[config.mk]
export PLATFORM = sky130hd
export DESIGN_NAME = msg_frame_parser
export DESIGN_NICKNAME = d
export VERILOG_FILES = /design/src/rtl/msg_frame_pkg.sv /design/src/rtl/dec_field_acc.sv /design/src/rtl/msg_frame_parser.sv
export SDC_FILE = /design/constraint.sdc
export NUM_CORES = 1
export LEC_CHECK = 0
export ABC_AREA = 1
export CORE_MARGIN = 2
export CORE_UTILIZATION = 50
export DETAILED_ROUTE_END_ITERATION = 8
export PLACE_DENSITY = 0.76
export SLEW_MARGIN = 30
export SYNTH_ARGS = -nofsm -noshare
export SYNTH_HDL_FRONTEND = slang
export SYNTH_SLANG_ARGS = --single-unit
[constraint.sdc]
create_clock -name clk -period 6.78 [get_ports clk]
set_clock_uncertainty 0.2 [all_clocks]
set_input_delay 1.356 -clock clk [delete_from_list [all_inputs] [get_ports clk]]
set_output_delay 1.356 -clock clk [all_outputs]
set_load 0.03 [all_outputs]
[src/rtl/msg_frame_pkg.sv]
// Shared definitions for the ASCII message frame parser.
// Holds the ASCII byte constants, the error-cause encoding reported on
// err_code, and the parser state encoding.
package msg_frame_pkg;

   localparam logic [7:0] LBRACE = 8'h7B;  // '{'
   localparam logic [7:0] RBRACE = 8'h7D;  // '}'
   localparam logic [7:0] COMMA  = 8'h2C;  // ','
   localparam logic [7:0] CH_L   = 8'h4C;  // 'L'
   localparam logic [7:0] CH_0   = 8'h30;  // '0'
   localparam logic [7:0] CH_9   = 8'h39;  // '9'

   typedef enum logic [2:0] {
      NONE      = 3'd0,
      BAD_TAG   = 3'd1,
      BAD_DIGIT = 3'd2,
      RANGE     = 3'd3,
      BAD_SEP   = 3'd4,
      TIMEOUT   = 3'd5,
      RESYNC    = 3'd6
   } err_t;

   typedef enum logic [1:0] {
      IDLE,
      TAG,
      DIGIT,
      SEP
   } state_t;

endpackage

[src/rtl/dec_field_acc.sv]
// Decimal field accumulator shared by the RGB and LED paths of the parser.
// Ports:
//   clk, reset  - clock, synchronous active-high reset
//   clr_i       - clear accumulator and digit count (wins over en_i)
//   en_i        - accept byte_i as the next digit
//   byte_i      - candidate ASCII digit
//   limit_i     - largest legal accumulated value
//   acc_o       - accumulated value including byte_i as the next digit
//   done_o      - byte_i would be the last digit of the field
//   is_digit_o  - byte_i is '0'..'9'
//   over_o      - acc_o exceeds limit_i
module dec_field_acc
   import msg_frame_pkg::*;
#(
   parameter int unsigned DIGITS = 3,
   parameter int unsigned ACC_W  = 12
) (
   input  logic             clk,
   input  logic             reset,
   input  logic             clr_i,
   input  logic             en_i,
   input  logic [7:0]       byte_i,
   input  logic [ACC_W-1:0] limit_i,
   output logic [ACC_W-1:0] acc_o,
   output logic             done_o,
   output logic             is_digit_o,
   output logic             over_o
);

   localparam int unsigned DC_W = $clog2(DIGITS + 1);

   logic [ACC_W-1:0] acc_q, acc_d, acc_nxt;
   logic [DC_W-1:0]  dc_q, dc_d;

   // ASCII digits are 0x30..0x39, so the low nibble is the digit value.
   // Width is sized so acc*10+9 cannot wrap for any in-range acc.
   always_comb begin
      is_digit_o = (byte_i >= CH_0) && (byte_i <= CH_9);
      acc_nxt    = (acc_q << 3) + (acc_q << 1) + ACC_W'(byte_i[3:0]);
      acc_o      = acc_nxt;
      over_o     = acc_nxt > limit_i;
      done_o     = dc_q == DC_W'(DIGITS - 1);
   end

   always_comb begin
      acc_d = acc_q;
      dc_d  = dc_q;
      if (clr_i) begin
         acc_d = '0;
         dc_d  = '0;
      end else if (en_i) begin
         acc_d = acc_nxt;
         dc_d  = dc_q + DC_W'(1);
      end
   end

   always_ff @(posedge clk) begin
      if (reset) begin
         acc_q <= '0;
         dc_q  <= '0;
      end else begin
         acc_q <= acc_d;
         dc_q  <= dc_d;
      end
   end

endmodule

[src/rtl/msg_frame_parser.sv]
// Parses ASCII frames from a UART receiver: RGB frames {T0ddd,T1ddd,...}
// and LED frames {Lddd}, decoding fields to binary on the fly.
// Ports:
//   clk, reset     - clock, synchronous active-high reset
//   rx_byte        - received byte, valid with rx_done
//   rx_done        - one-cycle byte strobe
//   rgb_fields     - decoded RGB fields, field i at [i*VAL_W +: VAL_W]
//   rgb_ready      - pulse, rgb_fields updated
//   led_command    - decoded LED command
//   led_cmd_ready  - pulse, led_command updated
//   shift_buff     - pulse per received byte
//   frame_err      - pulse on frame abort
//   err_code       - cause of the last error, held
//   busy           - frame in progress
module msg_frame_parser
   import msg_frame_pkg::*;
#(
   parameter int unsigned            N_FIELDS    = 3,
   parameter int unsigned            DIGITS      = 3,
   parameter int unsigned            MAX_VAL     = 255,
   parameter logic [N_FIELDS*8-1:0]  TAGS        = {"B", "G", "R"},
   parameter int unsigned            LED_MIN     = 16,
   parameter int unsigned            LED_MAX     = 17,
   parameter int unsigned            TIMEOUT_CYC = 100000,
   localparam int unsigned           VAL_W       = $clog2(MAX_VAL + 1)
) (
   input  logic                      clk,
   input  logic                      reset,
   input  logic [7:0]                rx_byte,
   input  logic                      rx_done,
   output logic [N_FIELDS*VAL_W-1:0] rgb_fields,
   output logic                      rgb_ready,
   output logic [7:0]                led_command,
   output logic                      led_cmd_ready,
   output logic                      shift_buff,
   output logic                      frame_err,
   output logic [2:0]                err_code,
   output logic                      busy
);

   localparam int unsigned ACC_W = VAL_W + 4;
   localparam int unsigned FI_W  = (N_FIELDS > 1) ? $clog2(N_FIELDS) : 1;
   localparam int unsigned CNT_W = (TIMEOUT_CYC > 1) ? $clog2(TIMEOUT_CYC) : 1;

   localparam logic [ACC_W-1:0] RGB_LIMIT = ACC_W'(MAX_VAL);
   localparam logic [ACC_W-1:0] LED_LIMIT = ACC_W'(LED_MAX);
   localparam logic [ACC_W-1:0] LED_FLOOR = ACC_W'(LED_MIN);
   localparam logic [FI_W-1:0]  LAST_FI   = FI_W'(N_FIELDS - 1);
   localparam logic [CNT_W-1:0] TO_LAST   = CNT_W'(TIMEOUT_CYC - 1);

   state_t                    state_q, state_d;
   logic [FI_W-1:0]           fi_q, fi_d;
   logic                      led_mode_q, led_mode_d;
   logic [N_FIELDS*VAL_W-1:0] stage_q, stage_d;
   logic [ACC_W-1:0]          led_stage_q, led_stage_d;
   logic [CNT_W-1:0]          cnt_q, cnt_d;
   logic [N_FIELDS*VAL_W-1:0] rgb_fields_q, rgb_fields_d;
   logic                      rgb_ready_q, rgb_ready_d;
   logic [7:0]                led_command_q, led_command_d;
   logic                      led_ready_q, led_ready_d;
   logic                      shift_q, shift_d;
   logic                      frame_err_q, frame_err_d;
   err_t                      err_code_q, err_code_d;
   err_t                      err;

   logic                      acc_clr, acc_en, acc_done, acc_is_digit, acc_over;
   logic [ACC_W-1:0]          acc_val, acc_limit;

   assign acc_limit = led_mode_q ? LED_LIMIT : RGB_LIMIT;

   dec_field_acc #(
      .DIGITS (DIGITS),
      .ACC_W  (ACC_W)
   ) u_acc (
      .clk        (clk),
      .reset      (reset),
      .clr_i      (acc_clr),
      .en_i       (acc_en),
      .byte_i     (rx_byte),
      .limit_i    (acc_limit),
      .acc_o      (acc_val),
      .done_o     (acc_done),
      .is_digit_o (acc_is_digit),
      .over_o     (acc_over)
   );

   always_comb begin
      state_d       = state_q;
      fi_d          = fi_q;
      led_mode_d    = led_mode_q;
      stage_d       = stage_q;
      led_stage_d   = led_stage_q;
      rgb_fields_d  = rgb_fields_q;
      rgb_ready_d   = 1'b0;
      led_command_d = led_command_q;
      led_ready_d   = 1'b0;
      shift_d       = rx_done;
      frame_err_d   = 1'b0;
      err_code_d    = err_code_q;
      acc_clr       = 1'b0;
      acc_en        = 1'b0;
      err           = NONE;

      // Idle-gap counter; any byte restarts it.
      if (state_q == IDLE || rx_done) cnt_d = '0;
      else                            cnt_d = cnt_q + CNT_W'(1);

      if (rx_done) begin
         if (rx_byte == LBRACE) begin
            // '{' always starts a fresh frame; mid-frame it also aborts the old one.
            if (state_q != IDLE) err = RESYNC;
            state_d    = TAG;
            fi_d       = '0;
            led_mode_d = 1'b0;
            acc_clr    = 1'b1;
         end else begin
            unique case (state_q)
               IDLE: ;
               TAG: begin
                  if (fi_q == '0 && rx_byte == CH_L) begin
                     led_mode_d = 1'b1;
                     state_d    = DIGIT;
                  end else if (rx_byte == TAGS[fi_q*8 +: 8]) begin
                     state_d = DIGIT;
                  end else begin
                     err = BAD_TAG;
                  end
               end
               DIGIT: begin
                  if (!acc_is_digit) begin
                     err = BAD_DIGIT;
                  end else if (acc_over) begin
                     err = RANGE;
                  end else begin
                     acc_en = 1'b1;
                     if (acc_done) begin
                        if (led_mode_q) led_stage_d = acc_val;
                        else            stage_d[fi_q*VAL_W +: VAL_W] = acc_val[VAL_W-1:0];
                        state_d = SEP;
                     end
                  end
               end
               SEP: begin
                  if (led_mode_q) begin
                     if (rx_byte != RBRACE) begin
                        err = BAD_SEP;
                     end else if (led_stage_q < LED_FLOOR) begin
                        err = RANGE;
                     end else begin
                        led_command_d = 8'(led_stage_q);
                        led_ready_d   = 1'b1;
                        state_d       = IDLE;
                     end
                  end else if (rx_byte == COMMA && fi_q < LAST_FI) begin
                     fi_d    = fi_q + FI_W'(1);
                     acc_clr = 1'b1;
                     state_d = TAG;
                  end else if (rx_byte == RBRACE && fi_q == LAST_FI) begin
                     rgb_fields_d = stage_q;
                     rgb_ready_d  = 1'b1;
                     state_d      = IDLE;
                  end else begin
                     err = BAD_SEP;
                  end
               end
               default: ;
            endcase
         end
      end else if (state_q != IDLE && cnt_q == TO_LAST) begin
         // A byte arriving on the expiry cycle takes the branch above instead.
         err = TIMEOUT;
      end

      if (err != NONE) begin
         frame_err_d = 1'b1;
         err_code_d  = err;
         if (err != RESYNC) state_d = IDLE;
      end
   end

   always_ff @(posedge clk) begin
      if (reset) begin
         state_q       <= IDLE;
         fi_q          <= '0;
         led_mode_q    <= 1'b0;
         stage_q       <= '0;
         led_stage_q   <= '0;
         cnt_q         <= '0;
         rgb_fields_q  <= '0;
         rgb_ready_q   <= 1'b0;
         led_command_q <= '0;
         led_ready_q   <= 1'b0;
         shift_q       <= 1'b0;
         frame_err_q   <= 1'b0;
         err_code_q    <= NONE;
      end else begin
         state_q       <= state_d;
         fi_q          <= fi_d;
         led_mode_q    <= led_mode_d;
         stage_q       <= stage_d;
         led_stage_q   <= led_stage_d;
         cnt_q         <= cnt_d;
         rgb_fields_q  <= rgb_fields_d;
         rgb_ready_q   <= rgb_ready_d;
         led_command_q <= led_command_d;
         led_ready_q   <= led_ready_d;
         shift_q       <= shift_d;
         frame_err_q   <= frame_err_d;
         err_code_q    <= err_code_d;
      end
   end

   assign rgb_fields    = rgb_fields_q;
   assign rgb_ready     = rgb_ready_q;
   assign led_command   = led_command_q;
   assign led_cmd_ready = led_ready_q;
   assign shift_buff    = shift_q;
   assign frame_err     = frame_err_q;
   assign err_code      = err_code_q;
   assign busy          = state_q != IDLE;

endmodule

==> After elaboration in Yosys (flattened, before gate mapping) <==
Index checks and enable logic that the tools add are counted.
{ "op_classes": {"shifts": 3, "n_reduce_logical": 24, "div": 0, "mul": 0, "n_bitwise": 8, "n_eq_ne": 14, "magnitude_cmp": 5, "n_mux": 51, "add_sub_neg": 6} }
{ "ops": {"columns": ["cell", "count"], "rows": [
  ["two-way mux 2 bit", 21],
  ["negation 5 -> 34 bit", 1],
  ["variable shift 8 x 34 -> 24 bit, first input constant", 1],
  ["indexed part select 8 x 34 -> 24 bit", 1],
  ["bitwise mux 24 bit", 1],
  ["equality test 8 x 7 -> 1 bit, second input constant", 3],
  ["two-way mux 3 bit", 8],
  ["indexed part select 24 x 6 -> 8 bit, first input constant", 1],
  ["two-way mux 1 bit", 18],
  ["adder 17 x 1 -> 17 bit, second input constant", 1],
  ["equality test 17 bit, second input constant", 1],
  ["AND reduction 7 bit", 2],
  ["adder 12 bit", 1],
  ["adder 12 x 4 -> 12 bit", 1],
  ["greater-than comparator 12 x 8 -> 1 bit", 1],
  ["less-than comparator 12 x 5 -> 1 bit, second input constant", 1],
  ["AND reduction 6 bit", 2],
  ["OR reduction 6 bit", 2],
  ["nonzero test 2 bit", 5],
  ["one-hot mux 3 bit (3 select lines)", 1],
  ["equality test 2 bit, second input constant", 4],
  ["equality test 8 x 6 -> 1 bit, second input constant", 1],
  ["equality test 8 bit", 1],
  ["greater-or-equal comparator 8 x 6 -> 1 bit, second input constant", 1],
  ["17 further kinds", 31]
]} }
{ "totals": {"rom_bits": 0, "latch_bits": 0, "mem_count": 0, "input_bits": 11, "ramBits": 0, "word_cells": 126, "register_bits": 110, "out_inout_bits": 40} }

==> Depth between registers and ports, before layout <==
{ "depth": {"ltp_word": 11, "depth_mapped": 27, "depth_no_buf": 27} }

==> Cells and area by module <==
From an unflattened synthesis, not the netlist that was laid out.
{ "unflattened": {"hier_cells": 783, "area_unflattened_um2": 5639.2} }
{ "by_module_without_submodules": {"columns": ["module", "cells_each", "seq_area_each_um2", "area_each_um2", "instances"], "rows": [
  ["msg_frame_parser", 564, 1941.9, 4201.5, 1],
  ["dec_field_acc", 219, 260.2, 1437.6, 1]
]} }

==> Worst setup path after synthesis <==
OpenSTA, ideal clock, no wires.
{ "synth_path": {"path_type": "input to register", "from": "input port rx_byte[3]", "to": "register stage_q[6]", "t_required_ns": 6.439, "path_stages": 25, "slack_ns": 2.049, "t_arrival_ns": 4.390, "setup_time_ns": 0.141, "path_buffers": 1, "path_cell_list": "inv_1 -> fa_1 -> inv_1 -> ha_1 -> nand2_1 -> nand2_1 -> and2_1 -> nand2_1 -> nand2_1 -> xor2_1 -> ha_1 -> nand2_1 -> nor2_1 -> nand3_1 -> nor2_2 -> inv_1 -> nand2_1 -> nand2_1 -> nor2_2 -> nand4_2 -> clkinv_2 -> nand3_4 -> buf_6 -> a21oi_1 -> nor3b_2"} }
{ "synth_via": {"elab_chain_cells": 4, "word_cells_on_any_way": 11, "classes_between": "add/sub (1); order compare (3); eq/ne (1); shift (1); mux (1); bitwise (2); reduce/logical (2)"} }
{ "synth_rtl": {"columns": ["item", "line_no", "rtl"], "rows": [
  ["start: declaration", "msg_frame_parser.sv:29", "input logic [7:0] rx_byte,"],
  ["adder 12 x 4 -> 12 bit *", "dec_field_acc.sv:39", "acc_nxt = (acc_q << 3) + (acc_q << 1) + ACC_W'(byte_i[3:0]);"],
  ["via acc_val[7]", "msg_frame_parser.sv:67", "logic [ACC_W-1:0] acc_val, acc_limit;"],
  ["greater-than comparator 12 x 8 -> 1 bit", "dec_field_acc.sv:41", "over_o = acc_nxt > limit_i;"],
  ["NOT 1 bit (no line)", null, null],
  ["AND reduction 7 bit (no line)", null, null],
  ["end signal: assignment", "msg_frame_parser.sv:200", "stage_q <= stage_d;"],
  ["end: declaration", "msg_frame_parser.sv:54", "logic [N_FIELDS*VAL_W-1:0] stage_q, stage_d;"]
]} }
Mark *: on every way through the listed nets, which the timed path passes. The rest lies on a longest branch.
A chain may end at the register's enable or synchronous reset.

==> Worst setup path in the final report <==
{ "layout_path": {"from": "input port rx_byte[3]", "to": "register led_stage_q[6]"} }
{ "layout_via": {"elab_chain_cells": 4, "word_cells_on_any_way": 9, "classes_between": "add/sub (1); order compare (3); eq/ne (1); bitwise (2); reduce/logical (2)"} }
{ "layout_rtl": {"columns": ["item", "line_no", "rtl"], "rows": [
  ["adder 12 x 4 -> 12 bit", "dec_field_acc.sv:39", null],
  ["via acc_val[7]", "msg_frame_parser.sv:67", null],
  ["greater-than comparator 12 x 8 -> 1 bit", "dec_field_acc.sv:41", null],
  ["NOT 1 bit (no line)", null, null],
  ["AND reduction 7 bit (no line)", null, null],
  ["end signal: assignment", "msg_frame_parser.sv:201", "led_stage_q <= led_stage_d;"],
  ["end: declaration", "msg_frame_parser.sv:55", "logic [ACC_W-1:0] led_stage_q, led_stage_d;"]
]} }
The timed path passes the listed nets, and every way through them passes these cells.

==> metrics.yaml <==
sta:
  max_freq_mhz: 183
  final_max_slew_viol_count: 0
  finalSetupTns_ns: 0
  slew_headroom_pct: 41.3
  finalHoldViolCount: 0
  period_minus_slack_ns: 5.47
  setup_viol: 0
  timing.final.crit_share_pct: 80.6
  worst_slew_pin_slew_ns: 0.877
  rsz0062_at_grt: "no"
routing:
  top_layer_used: "met4"
  vias_per_cell: 5.05
  drtPass1Iterations: 4
  wl_met3_um: 510
  wire_per_inst_um: 13.0
  route.met2.wl_um: 5640
  vias: 4977
  drtIter0Drc: 396
  met1Wirelength_um: 6440
  routed_wl_um: 12800
  ant_nets: 0
  drc: 0
critical_path:
  max_stage_delay_ns: 0.59
  cpMostUsedCell: "nand2_1"
  worstPathCellList: "clkdlybuf4s50_1 > inv_1 > fa_1 > inv_1 > ha_1 > nand2_1 > nand2_1 > and2_1 > nand2_1 > nand2_1 > xor2_1 > ha_1 > nand3_1 > nand2_1 > nor2_1 > a21oi_1 > nor2_2 > nand3_2 > inv_2 > nand3_4 > inv_2 > nand3_1 > o21ai_0 > a21oi_1"
  cp_data_required_time_ns: 6.81
  critPathArrivalTime_ns: 5.50
  start_kind: "input pin"
  r2r_setup_slack_ns: 2.48
  r2r_start: "u_acc.acc_q[0]"
  r2r_cells: 23
  path_max_fanout: 13
  end_kind: "flip-flop"
  worst_r2r_endpoint: "led_stage_q[6]"
  cp_slowest_cell: "fa_1"
  critical_path_class: "input pin to flip-flop"
yosys:
  ys_warn_count: 0
  synth_fa_ha_area_share_pct: 7.66
  synth-compound-area-share_pct: 13.8
  muxShareOfSynthArea_pct: 0
  synth_edf_count: 0
  synth-seq-area-share_pct: 37.3
  synth_top_family_by_area: "simple AND/OR/NAND/NOR gates"
  synth-simple-area-share_pct: 30.0
  avgSynthCellArea_sq_um: 7.43
  synth_xor_area_share_pct: 0.593
  async_flop_share_pct: 0
  synth_fp_nets: 841
  synth_cell_types: 41
  syn_area_sq_mm: 0.00591
  ys_ff_latch: 110
  synthesis.instances: 795
  synth-main-ff-cell: "dfxtp_1"
placement:
  gp_congestion: 0.931
  hpwl_um: 9560
  io_buffers: 50
  placedCellCount: 969
clocking:
  cts_root_buffer: "clkbuf_16"
  htreeDepth: 3
  cts_hold_repair.buffers: 0
  cts_inserted_buffers: 9
  postCtsSetupRepairBufs: 0
  cts_tree: "done"
  cts_sinks: 110
  cts_max_path_buffers: 2
  post_cts_resized: 0
  path_clk_slew_ns: 0.07
  clk_latency_ns: 0.35
worst_hold_path:
  holdPathStages: 2
  hold_path_class: "flip-flop to flip-flop"
  hold_path_end: "led_command[2]"
  hp-start: "led_command[2]"
die:
  fp.dieW_um: 113
  io-pin-count: 51
  die-area_sq_mm: 0.0127
  core-area_sq_mm: 0.0115
  rows: 39
  fp.dieH_um: 113
  start_util_pct: 51.5
finish:
  final_cell_mix: "nand2_1 (149), inv_1 (122), dfxtp_1 (110), a21oi_1 (91), nor2_1 (64)"
  drive_above_1_share_pct: 10.8
  instances_no_fill: 985
  syn2layout_area_growth_pct: 14.4
  antenna_cells: 0
  layout_commonest_cell: "nand2_1"
  nNetsFinal: 883
pwr:
  peakVddDrop_mv: 0.137
  p_leak_nw: 3.02
  p_per_area_mw_per_mm2: 177
global_routing:
  grt.total_usage_pct: 20.8
  grt_pass1_vias: 4541
  overflow: 0
  antenna_found_initial: 0
  grt_max_degree: 49
  grt_pass1_wl_um: 21700
outcome:
  status: "completed"
run:
  cap_violations: 0
final cells by class:
class	count	area, sq um
Clock inverter	5	41.3
Inverter	133	500
Multi-Input combinational cell	530	3080
Sequential cell	110	2200
Fill cell	1086	4700
Clock buffer	11	243
Timing Repair Buffer	53	518
Tap cell	143	179
how the worst max path moves through the flow:
stage	startpoint	endpoint	slack, ns	cells past startpoint
finish	rx_byte[3]	led_stage_q[6]	1.31	24
global route	rx_byte[3]	led_stage_q[4]	1.05	23
CTS	rx_byte[3]	led_stage_q[3]	1.37	23
detailed placement	rx_byte[3]	led_stage_q[3]	1.01	23
global placement	rx_byte[3]	stage_q[6]	1.07	24
floorplan	rx_byte[3]	stage_q[6]	2.05	25
routing by layer:
layer	global-route usage [%]	vias to the layer above
met2	32.0	105
met1	29.4	2204
met3	3.96	16
met4	7.40	0
li1	-	2652
met5	0	-
cells in the mapped netlist (2+ instances only):
| library cell | count | area share (%) |
|---|---|---|
| nand3_1 | 31 | 2.6 |
| clkbuf_1 | 7 | 0.44 |
| nor3_1 | 16 | 1.4 |
| fa_1 | 2 | 0.68 |
| nand3_4 | 4 | 1.2 |
| nand2_1 | 149 | 9.5 |
| a31oi_1 | 2 | 0.21 |
| o21ai_1 | 11 | 0.93 |
| buf_2 | 6 | 0.51 |
| buf_6 | 4 | 0.76 |
| ha_1 | 33 | 7.0 |
| inv_1 | 122 | 7.7 |
| nand3_2 | 5 | 0.85 |
| nor4_1 | 3 | 0.32 |
| o21ai_0 | 46 | 3.9 |
| a21oi_2 | 3 | 0.44 |
| or2_2 | 3 | 0.32 |
| nor2_4 | 2 | 0.38 |
| buf_1 | 2 | 0.13 |
| a21oi_1 | 91 | 7.7 |
| dfxtp_1 | 110 | 37 |
| nor2_1 | 65 | 4.1 |
| and2_1 | 2 | 0.21 |
| nand4_1 | 10 | 1.1 |
| nor3b_2 | 23 | 4.9 |
| nor4_4 | 2 | 0.72 |
| nor2_2 | 8 | 0.85 |
| buf_4 | 3 | 0.38 |
| inv_2 | 10 | 0.64 |
| nor3_2 | 3 | 0.51 |
| xor2_1 | 4 | 0.59 |
| nand2_2 | 4 | 0.42 |
stage by stage:
stage               power (mW)  setup WS [ns]  utilization (%)  hold WS [ns]  area, sq um
floorplan                0.691           2.05                -         0.218         5910
global placement         0.710           1.07             56.5         0.230         6480
detailed placement       0.710           1.01             56.5         0.235         6480
CTS                       1.21           1.37             59.0         0.246         6760
global route              1.24           1.05             59.0         0.263         6760
finish                    1.20           1.31             59.0         0.243         6760
critical path: cells and delay by family:
| family | cells | cell delay, ns |
|---|---|---|
| adder cells (fa/ha/maj) | 3 | 1.24 |
| AO/OA/AOI/OAI | 3 | 0.42 |
| AND/OR/NAND/NOR | 12 | 1.15 |
| buffers and inverters | 5 | 0.93 |
| XOR/XNOR | 1 | 0.39 |
cells by family (layout without fill, tap and decap cells):
logic type | count (synthesis) | in the layout
and+or+nand+nor | 334 | 334
DFF | 110 | 110
buffers and inverters | 155 | 202
AOI/OAI and AO/OA | 157 | 157
adders and majority gates | 35 | 35
xor gates and xnor gates | 4 | 4
report_power, final:
group | internal [mW] | switching [mW] | total (mW) | leakage [nW]
clock | 0.263 | 0.241 | 0.504 | 0.133
sequential | 0.646 | 0.000826 | 0.647 | 0.886
combinational | 0.0148 | 0.0336 | 0.0485 | 2.00
sequential cells by signal (all words and copies together), names as in the netlist, 2 cells and up:
signal and flops:
state_q 2, cnt_q 17, stage_q 24, err_code 3, fi_q 2, led_stage_q 12
led_command 8, u_acc.acc_q 11, u_acc.dc_q 2, rgb_fields 24
Power figures use the tool's default switching activity.
